<file path="src/rtl/keypad_pkg.sv">
`default_nettype none
// ---------------------------------------------------------------------------
// keypad_pkg - scan state type, column reset pattern and key-map helpers
// Revision: 1.0
// ---------------------------------------------------------------------------
package keypad_pkg;

  typedef enum logic [1:0] {
    SCAN       = 2'd0,
    DB_PRESS   = 2'd1,
    PRESSED    = 2'd2,
    DB_RELEASE = 2'd3
  } scan_state_t;

  localparam logic [3:0] COL_RESET = 4'b1110;

  function automatic logic [3:0] key_encode(input logic [1:0] row_idx,
                                            input logic [1:0] col_idx);
    logic [3:0] code;
    code = 4'h0;
    case ({row_idx, col_idx})
      4'h0: code = 4'h1;
      4'h1: code = 4'h2;
      4'h2: code = 4'h3;
      4'h3: code = 4'hA;
      4'h4: code = 4'h4;
      4'h5: code = 4'h5;
      4'h6: code = 4'h6;
      4'h7: code = 4'hB;
      4'h8: code = 4'h7;
      4'h9: code = 4'h8;
      4'hA: code = 4'h9;
      4'hB: code = 4'hC;
      4'hC: code = 4'hE;
      4'hD: code = 4'h0;
      4'hE: code = 4'hF;
      4'hF: code = 4'hD;
      default: code = 4'h0;
    endcase
    return code;
  endfunction

  // Lowest-indexed active-low row wins when several rows are pulled low.
  function automatic logic [1:0] first_low_row(input logic [3:0] rows);
    logic [1:0] idx;
    idx = 2'd0;
    for (int i = 3; i >= 0; i--) begin
      if (!rows[i]) idx = 2'(i);
    end
    return idx;
  endfunction

endpackage
`default_nettype wire

</file>
<file path="src/rtl/sync_2ff.sv">
`default_nettype none
// ---------------------------------------------------------------------------
// sync_2ff - two-flop synchronizer, resets to all-ones (idle pulled-up rows)
// Revision: 1.0
// ---------------------------------------------------------------------------
module sync_2ff #(
  parameter int WIDTH = 4
) (
  input  logic             clk,
  input  logic             reset,
  input  logic [WIDTH-1:0] d_i,
  output logic [WIDTH-1:0] q_o
);

  logic [WIDTH-1:0] meta_q;
  logic [WIDTH-1:0] sync_q;

  always_ff @(posedge clk or posedge reset) begin
    if (reset) begin
      meta_q <= '1;
      sync_q <= '1;
    end else begin
      meta_q <= d_i;
      sync_q <= meta_q;
    end
  end

  assign q_o = sync_q;

endmodule
`default_nettype wire

</file>
<file path="src/rtl/keypad_scan_ctrl.sv">
`default_nettype none
// ---------------------------------------------------------------------------
// keypad_scan_ctrl - 4x4 keypad column scanner with press/release debounce
// Revision: 1.0
// ---------------------------------------------------------------------------
module keypad_scan_ctrl
  import keypad_pkg::*;
#(
  parameter int SCAN_CYCLES     = 4,
  parameter int DEBOUNCE_CYCLES = 20
) (
  input  logic       clk,
  input  logic       reset,
  input  logic [3:0] rows,
  output logic [3:0] cols,
  output logic [3:0] key_code,
  output logic       key_valid,
  output logic       key_held
);

  localparam int SW = (SCAN_CYCLES > 1) ? $clog2(SCAN_CYCLES) : 1;
  localparam int DW = (DEBOUNCE_CYCLES > 1) ? $clog2(DEBOUNCE_CYCLES) : 1;
  localparam logic [SW-1:0] SCAN_LAST = SW'(SCAN_CYCLES - 1);
  localparam logic [DW-1:0] DB_LAST   = DW'(DEBOUNCE_CYCLES - 1);

  logic [3:0]    rows_s;
  scan_state_t   state_q, state_d;
  logic [SW-1:0] scan_cnt_q, scan_cnt_d;
  logic [DW-1:0] db_cnt_q, db_cnt_d;
  logic [1:0]    row_idx_q, row_idx_d;
  logic [1:0]    col_idx_q, col_idx_d;
  logic [3:0]    key_code_q, key_code_d;
  logic          row_low;
  logic          valid_now;

  sync_2ff #(.WIDTH(4)) u_sync (
    .clk   (clk),
    .reset (reset),
    .d_i   (rows),
    .q_o   (rows_s)
  );

  assign row_low = ~rows_s[row_idx_q];

  always_ff @(posedge clk or posedge reset) begin
    if (reset) begin
      state_q    <= SCAN;
      scan_cnt_q <= '0;
      db_cnt_q   <= '0;
      row_idx_q  <= 2'd0;
      col_idx_q  <= 2'd0;
      key_code_q <= 4'h0;
    end else begin
      state_q    <= state_d;
      scan_cnt_q <= scan_cnt_d;
      db_cnt_q   <= db_cnt_d;
      row_idx_q  <= row_idx_d;
      col_idx_q  <= col_idx_d;
      key_code_q <= key_code_d;
    end
  end

  always_comb begin
    state_d    = state_q;
    scan_cnt_d = scan_cnt_q;
    db_cnt_d   = db_cnt_q;
    row_idx_d  = row_idx_q;
    col_idx_d  = col_idx_q;
    key_code_d = key_code_q;
    valid_now  = 1'b0;
    case (state_q)
      SCAN: begin
        if (scan_cnt_q == SCAN_LAST) begin
          scan_cnt_d = '0;
          if (rows_s != 4'hF) begin
            row_idx_d = first_low_row(rows_s);
            db_cnt_d  = '0;
            state_d   = DB_PRESS;
          end else begin
            col_idx_d = col_idx_q + 2'd1;
          end
        end else begin
          scan_cnt_d = scan_cnt_q + 1'b1;
        end
      end
      DB_PRESS: begin
        if (db_cnt_q == DB_LAST) begin
          db_cnt_d = '0;
          if (row_low) begin
            valid_now  = 1'b1;
            key_code_d = key_encode(row_idx_q, col_idx_q);
            state_d    = PRESSED;
          end else begin
            col_idx_d = col_idx_q + 2'd1;
            state_d   = SCAN;
          end
        end else begin
          db_cnt_d = db_cnt_q + 1'b1;
        end
      end
      PRESSED: begin
        if (!row_low) begin
          db_cnt_d = '0;
          state_d  = DB_RELEASE;
        end
      end
      DB_RELEASE: begin
        if (db_cnt_q == DB_LAST) begin
          db_cnt_d = '0;
          if (!row_low) begin
            col_idx_d = col_idx_q + 2'd1;
            state_d   = SCAN;
          end else begin
            state_d = PRESSED;
          end
        end else begin
          db_cnt_d = db_cnt_q + 1'b1;
        end
      end
      default: begin
        state_d    = SCAN;
        scan_cnt_d = '0;
        db_cnt_d   = '0;
        row_idx_d  = 2'd0;
        col_idx_d  = 2'd0;
        key_code_d = 4'h0;
      end
    endcase
  end

  // The strobe fires in the confirming cycle, so the fresh code is forwarded
  // alongside it instead of appearing one cycle late.
  assign key_valid = valid_now;
  assign key_code  = valid_now ? key_code_d : key_code_q;
  assign key_held  = (state_q == PRESSED) || (state_q == DB_RELEASE);
  assign cols      = ~((~COL_RESET) << col_idx_q);

endmodule
`default_nettype wire

</file>
<file path="config.mk">
export PLATFORM = sky130hd
export DESIGN_NAME = keypad_scan_ctrl
export DESIGN_NICKNAME = d
export VERILOG_FILES = /design/src/rtl/keypad_pkg.sv /design/src/rtl/sync_2ff.sv /design/src/rtl/keypad_scan_ctrl.sv
export SDC_FILE = /design/constraint.sdc
export NUM_CORES = 1
export LEC_CHECK = 0
export ABC_CLOCK_PERIOD_IN_PS = 2300
export CAP_MARGIN = 5
export CELL_PAD_IN_SITES_DETAIL_PLACEMENT = 2
export CELL_PAD_IN_SITES_GLOBAL_PLACEMENT = 2
export CORE_ASPECT_RATIO = 0.5
export CORE_MARGIN = 5
export CORE_UTILIZATION = 32
export CTS_CLUSTER_SIZE = 16
export DETAILED_ROUTE_END_ITERATION = 16
export GPL_ROUTABILITY_DRIVEN = 0
export PLACE_DENSITY_LB_ADDON = 0.1
export SYNTH_ARGS = -nofsm -noshare
export SYNTH_HDL_FRONTEND = slang
export SYNTH_SLANG_ARGS = --single-unit
</file>
<file path="constraint.sdc">
create_clock -name clk -period 2.3 [get_ports clk]
set_input_delay 0.46 -clock clk [delete_from_list [all_inputs] [get_ports clk]]
set_output_delay 0.46 -clock clk [all_outputs]
set_load 0.01 [all_outputs]
</file>
==> results.json, run 1 <==
{
  "final_common_cell": "buf_4",
  "io_pins": 16,
  "drtAntennaViolNets": 0,
  "clk_pin_slew_ns": 0.09,
  "worstHoldPathType": "reg -> reg",
  "core_um2": 3864,
  "slew_headroom": 0.6588,
  "yosys.area.top_type_share": 0.3340,
  "synth-edff-count": 0,
  "ys_seq_area_frac": 0.4990,
  "fin_crit_sh": 1.121,
  "crit_required_ns": 1.84,
  "via_count": 965,
  "violations": "negative setup slack",
  "grt-ovfl-total": 0,
  "holdWs_ns": 0.3598,
  "outcome": "complete, but fails checks",
  "leakagePower_nw": 0.7997,
  "antenna_cells": 0,
  "synth_cells": 111,
  "syn_area_um2": 1274,
  "wl_met2_um": 1457,
  "avgRoutedWirePerCell_um": 14.29,
  "cts_tree": "built",
  "root_buffer": "clkbuf_8",
  "drc_errors": 0,
  "dpl_worst_slack_ns": -0.4557,
  "clockBufferDepth": 2,
  "path_buf_inv": 2,
  "htree_num_levels": 1,
  "fin_ws_ns": -0.2789,
  "cpPeakStageDelay_ns": 0.58,
  "start_kind": "flip-flop",
  "period_needed_ns": 2.579,
  "powerDensity_nw_per_um2": 1157,
  "r2r_setup_slack_ns": 0.28,
  "drive_above_1_share": 0.4052,
  "dp_hpwl_um": 2208,
  "setup_violations": 5,
  "drt_iter0_drc": 18,
  "final_cell_mix": "26 x buf_4, 17 x dfrtp_1, 10 x inv_1, 10 x clkdlybuf4s50_1, 9 x o21ai_0",
  "worst_slew_pin_slew_ns": 0.5117,
  "path_cells": "mux4_2 > nor3_4 > buf_4 > mux2_4 > buf_6",
  "start_util": 0.3297,
  "finalHoldViolCount": 0,
  "grt_pass1_wl_um": 5271,
  "synth_cell_types": 27,
  "yosys.area.top_type": "dfrtp_1",
  "numCtsBuffers": 3,
  "cp_max_fo": 4,
  "synthFlopType": "dfrtp_1",
  "ys_ff_latch": 25,
  "wl_um": 2959,
  "die_h_um": 54.61,
  "grt_max_degree": 26,
  "dr.max_layer_used": "met4",
  "clk_latency_ns": 0.27,
  "synthTopCellsByArea": "dfrtp_1 33%, dfstp_2 17%, mux2_2 9.7%, ha_1 7.9%, o21ai_0 3.5%",
  "wl_met3_um": 102,
  "n_fill_cell": 419,
  "drtPass1Iterations": 3,
  "area_growth_pct": 38.41,
  "placed_cells_incl_taps": 198,
  "cpMaxStageDelayCell": "mux4_2",
  "avgSynthCellArea_um2": 11.47,
  "slew_viol_final": 0,
  "fmax_mhz": 387.8,
  "fin_nets": 168,
  "end_kind": "output pin",
  "async_reset_ff_frac": 1.000,
  "cap_violations": 0,
  "grt_pass1_vias": 1084,
  "critPathTopFamily": "multiplexers",
  "wirelength_met1_um": 1388,
  "hold_buffers": 0,
  "synth_nets": 125,
  "io_buffer_count": 15,
  "cts_num_sinks": 25,
  "path_class": "reg -> out",
  "vias_per_cell": 4.662,
  "rsz0062_at_grt": "true",
  "die_area_um2": 5419,
  "total_power_mw": 2.040,
  "critPathArrivalTime_ns": 2.12,
  "synth_warnings": 0,
  "grt_usage": 0.1261,
  "die_width_um": 99.23,
  "row_count": 16,
  "final_cell_count_no_fill": 207,
  "antenna_found_initial": 0,
  "peakVddDrop_mv": 0.4494,
  "skew_ns": 0.002621,
  "fin_util": 0.4563
}
final timing paths:
path / from / endpoint / depth (start not counted)
min reg2reg: u_sync.meta_q[2] / u_sync.q_o[2] / 0
max reg2reg: row_idx_q[0] / key_code_q[1] / 5
min: u_sync.meta_q[2] / u_sync.q_o[2] / 0
max in group asynchronous: reset / u_sync.q_o[3] / 3
max: row_idx_q[0] / key_code[2] / 5
min in group asynchronous: reset / state_q[0] / 3
sequential cells by signal (all words and copies together) (netlist names), named ones only:
register       count
key_code_q         4
u_sync.q_o         4
col_idx_q          2
scan_cnt_q         2
u_sync.meta_q      4
db_cnt_q           5
row_idx_q          2
state_q            1
timing repair:
| action | in CTS | in global routing |
|---|---|---|
| resized for setup | 33 | 0 |
| setup buffers | 6 | 1 |
| gates cloned | 0 | 0 |
| hold endpoints to repair | 0 | 0 |
| pin swaps | 2 | 1 |
| endpoints found under the setup margin | 5 | 5 |
metal layers:
| layer | GRT usage | up-vias |
|---|---|---|
| met5 | 0 | - |
| met4 | 0.02041 | 0 |
| met3 | 0.03435 | 2 |
| met2 | 0.2411 | 15 |
| met1 | 0.1481 | 484 |
| li1 | - | 464 |
where the power goes:
part	switching (mW)	total, mW	internal (mW)
logic	0.484	1.09	0.607
registers	0.0973	0.683	0.585
clock network	0.144	0.267	0.123
total	0.725	2.04	1.31
kinds of logic (layout without fill, tap and decap cells):
group,count (synthesis),in the layout,share of synthesized area
DFF,25,25,0.4990
buffers and inverters,14,56,0.04715
and+or+nand+nor,30,30,0.1326
AOI/OAI and AO/OA,19,19,0.09528
xor gates and xnor gates,1,1,0.006877
adders and majority gates,8,8,0.07859
muxes,14,14,0.1405
final cells by class:
class / instances / area, um^2 / area share
Clock buffer: 3 / 41.29 / 0.02342
Multi-Input combinational cell: 72 / 610.6 / 0.3463
Tap cell: 54 / 67.56 / 0.03833
Clock inverter: 1 / 7.507 / 0.004258
Inverter: 10 / 37.54 / 0.02129
Timing Repair Buffer: 42 / 362.8 / 0.2058
Sequential cell: 25 / 635.6 / 0.3605
per-stage QoR:
step	setup TNS, ns	area [um^2]
2_1_floorplan	0	1274
3_3_place_gp	-1.965	1634
3_5_place_dp	-2.093	1634
4_1_cts	-1.229	1755
5_1_grt	-1.652	1763
6_report	-1.139	1763
cell usage after synthesis (2+ instances only):
cell and instances:
o211ai_1 2, dfrtp_1 17, o21ai_0 9, ha_1 8
clkbuf_1 3, mux2_2 11, nand2_1 8, nor2b_1 3
nand2b_1 4, inv_1 10, a22o_1 3, dfstp_2 8
mux4_2 2, a21oi_1 4, nor2_1 3, nand3_1 5
Power figures use the tool's default switching activity.
==> inputs of run 2 (changes only) <==
--- a/config.mk
+++ b/config.mk
@@ -5,6 +5,7 @@
 export SDC_FILE = /design/constraint.sdc
 export NUM_CORES = 1
 export LEC_CHECK = 0
+export ABC_AREA = 0
 export ABC_CLOCK_PERIOD_IN_PS = 2300
 export CAP_MARGIN = 5
 export CELL_PAD_IN_SITES_DETAIL_PLACEMENT = 2
@@ -16,6 +17,7 @@
 export DETAILED_ROUTE_END_ITERATION = 16
 export GPL_ROUTABILITY_DRIVEN = 0
 export PLACE_DENSITY_LB_ADDON = 0.1
+export SLEW_MARGIN = 0
 export SYNTH_ARGS = -nofsm -noshare
 export SYNTH_HDL_FRONTEND = slang
 export SYNTH_SLANG_ARGS = --single-unit
==> results of run 2 <==
Final layout, timing and power as in run 1 (identical DEF).
==> RTL change, RTL diff (flow settings as in run 1) <==
Put a register stage on the outputs `cols`, `key_code`, `key_valid` and `key_held`, cleared by the reset. The values now appear one clock later.
--- a/src/rtl/keypad_scan_ctrl.sv
+++ b/src/rtl/keypad_scan_ctrl.sv
@@ -132,6 +132,15 @@
   // alongside it instead of appearing one cycle late.
-  assign key_valid = valid_now;
-  assign key_code  = valid_now ? key_code_d : key_code_q;
-  assign key_held  = (state_q == PRESSED) || (state_q == DB_RELEASE);
-  assign cols      = ~((~COL_RESET) << col_idx_q);
+  always_ff @(posedge clk or posedge reset) begin
+    if (reset) begin
+      cols      <= '0;
+      key_code  <= '0;
+      key_valid <= '0;
+      key_held  <= '0;
+    end else begin
+      cols      <= ~((~COL_RESET) << col_idx_q);
+      key_code  <= valid_now ? key_code_d : key_code_q;
+      key_valid <= valid_now;
+      key_held  <= (state_q == PRESSED) || (state_q == DB_RELEASE);
+    end
+  end
 
Formal check against the unedited RTL: not equivalent (Yosys sat finds a counterexample within 4 cycles, from zero or initial values and one cycle with reset high).
==> RTL change against run 1 <==
Non-clock buffer count fell by 25. Synthesized cell count increased by 8.1%. Total power is 16% higher. Area after synthesis rose by 20%. Sequential cell count rose by 10. Combinational power fell by 29%. Sequential power grew 52%. Wire length increased by 5.4%. Clock skew increased by 0.0033 ns. Setup slack gained 0.59 ns. Critical path depth down 2. Core utilization decreased by 4.5 points. Final area up 5.3%. Largest power group is now registers.
==> RTL change: results (changes against run 1) <==
| Metric | Value |
|---|---|
| Comb group | 769 uW (was 1.09 mW) |
| Tot GR Track Use | 11.1% (was 12.6%) |
| CTS clk-pin slew, worst paths | 0.08 ns |
| Comb pwr share | 32.5% (was 53.5%) |
| Sequential logic power | 1.04 mW (was 683 uW) |
| Top reg by flops | db_cnt_q (unchanged) |
| Number of port buffers | 15 (unchanged) |
| Share of layout cells above drive strength 1 | 22.9% (was 40.5%) |
| Setup Buffers After CTS | 0 (was 6) |
| Final hold slack | 0.359 ns (was 0.360 ns) |
| Fillers | 481 (was 419) |
| Iteration-0 DRC Markers | 32 (was 18) |
| Run status | finished, final reports clean (was finished, violations left) |
| HP Start | u_sync.meta_q[3] (was u_sync.meta_q[2]) |
| Largest net degree at the start of global routing | 36 (was 26) |
| YS warnings | 0 (unchanged) |
| Register area share after synthesis | 57.8% (was 49.9%) |
| CTS root buf | clkbuf_8 (unchanged) |
| CP Max Fanout | 9 (was 4) |
| Worst Skew | 0.00588 ns (was 0.00262 ns) |
| DP HPWL | 2140 um (was 2210 um) |
| Main synth FF type | dfrtp_1 (unchanged) |
| Worst Hold Class | reg2reg (unchanged) |
| NumNets Final | 153 (was 168) |
| Worst-Margin Slew | 0.463 ns (was 0.512 ns) |
| Hold Path End | u_sync.q_o[3] (was u_sync.q_o[2]) |
| Synthesized net count | 134 (was 125) |
| Compound-gate portion of the synthesized area | 9.96% (was 9.53%) |
| Internal power | 1.57 mW (was 1.31 mW) |
| Synth Area in XOR/XNOR | 0.571% (was 0.688%) |
| Period utilization | 86.6% (was 112%) |
| Mux cell area share after synthesis | 10.9% (was 14.0%) |
| Max incr delay on CP | 0.63 ns (was 0.58 ns) |
| TritonCTS Buffers | 5 (was 3) |
| FF-to-FF End | key_code[0] (was key_code_q[1]) |
| R2R Setup Slk | 0.31 ns (was 0.28 ns) |
| Cells on worst reg2reg path | 3 (was 5) |
| CP max stage cell | mux4_2 (unchanged) |
| Avg WL per Cell | 15.1 um (was 14.3 um) |
| Detailed Routing Iterations Pass 1 | 4 (was 3) |
| Vias in the first global route | 1098 (was 1084) |
| Total number of vias | 960 (was 965) |
| # resized after CTS | 0 (was 33) |
| Worst IR Drop VDD | 0.368 mV (was 0.449 mV) |
| Synth Area in Adders | 6.53% (was 7.86%) |
| Crit. End Element | flop (was output port) |
| Area contributors post-synth | dfrtp_1, dfstp_2, ha_1 (was dfrtp_1, dfstp_2, mux2_2) |
| Pleak | 0.802 nW (was 0.800 nW) |
| H-tree Lvls | 2 (was 1) |
| Top post-synthesis cells by count | dfrtp_1, a21oi_1, inv_1 (was dfrtp_1, mux2_2, inv_1) |
| Post-synth cell types | 30 (was 27) |
| Clk Latency, worst-skew pair | 0.29 ns (was 0.27 ns) |
-- RTL change: per-layer routing --
| metal | GRT usage (%) | up-vias | share of wire (%) |
|---|---|---|---|
| li1 | - | 448 | - |
| met1 | 14.1 | 491 | 51 |
| met2 | 17.3 | 16 | 44 |
| met3 | 3.72 | 5 | 3.3 |
| met4 | 4.86 | 0 | 1.6 |
| met5 | 0 | - | 0 |
-- RTL change: stage by stage --
stage / std cells / instance area [um2]
5_1_grt: 206 / 1860
3_3_place_gp: 198 / 1740
4_1_cts: 206 / 1860
6_report: 206 / 1860
2_1_floorplan: 120 / 1530
3_5_place_dp: 198 / 1740
-- RTL change: area by class of cell --
cell class | count | area share [%]
clock buffers | 5 | 3.71
clock inverters | 3 | 2.36
inverters | 10 | 2.02
multi-input cells | 70 | 30.8
flip-flops and latches | 35 | 47.7
well taps | 66 | 4.45
repair buffers | 17 | 8.90
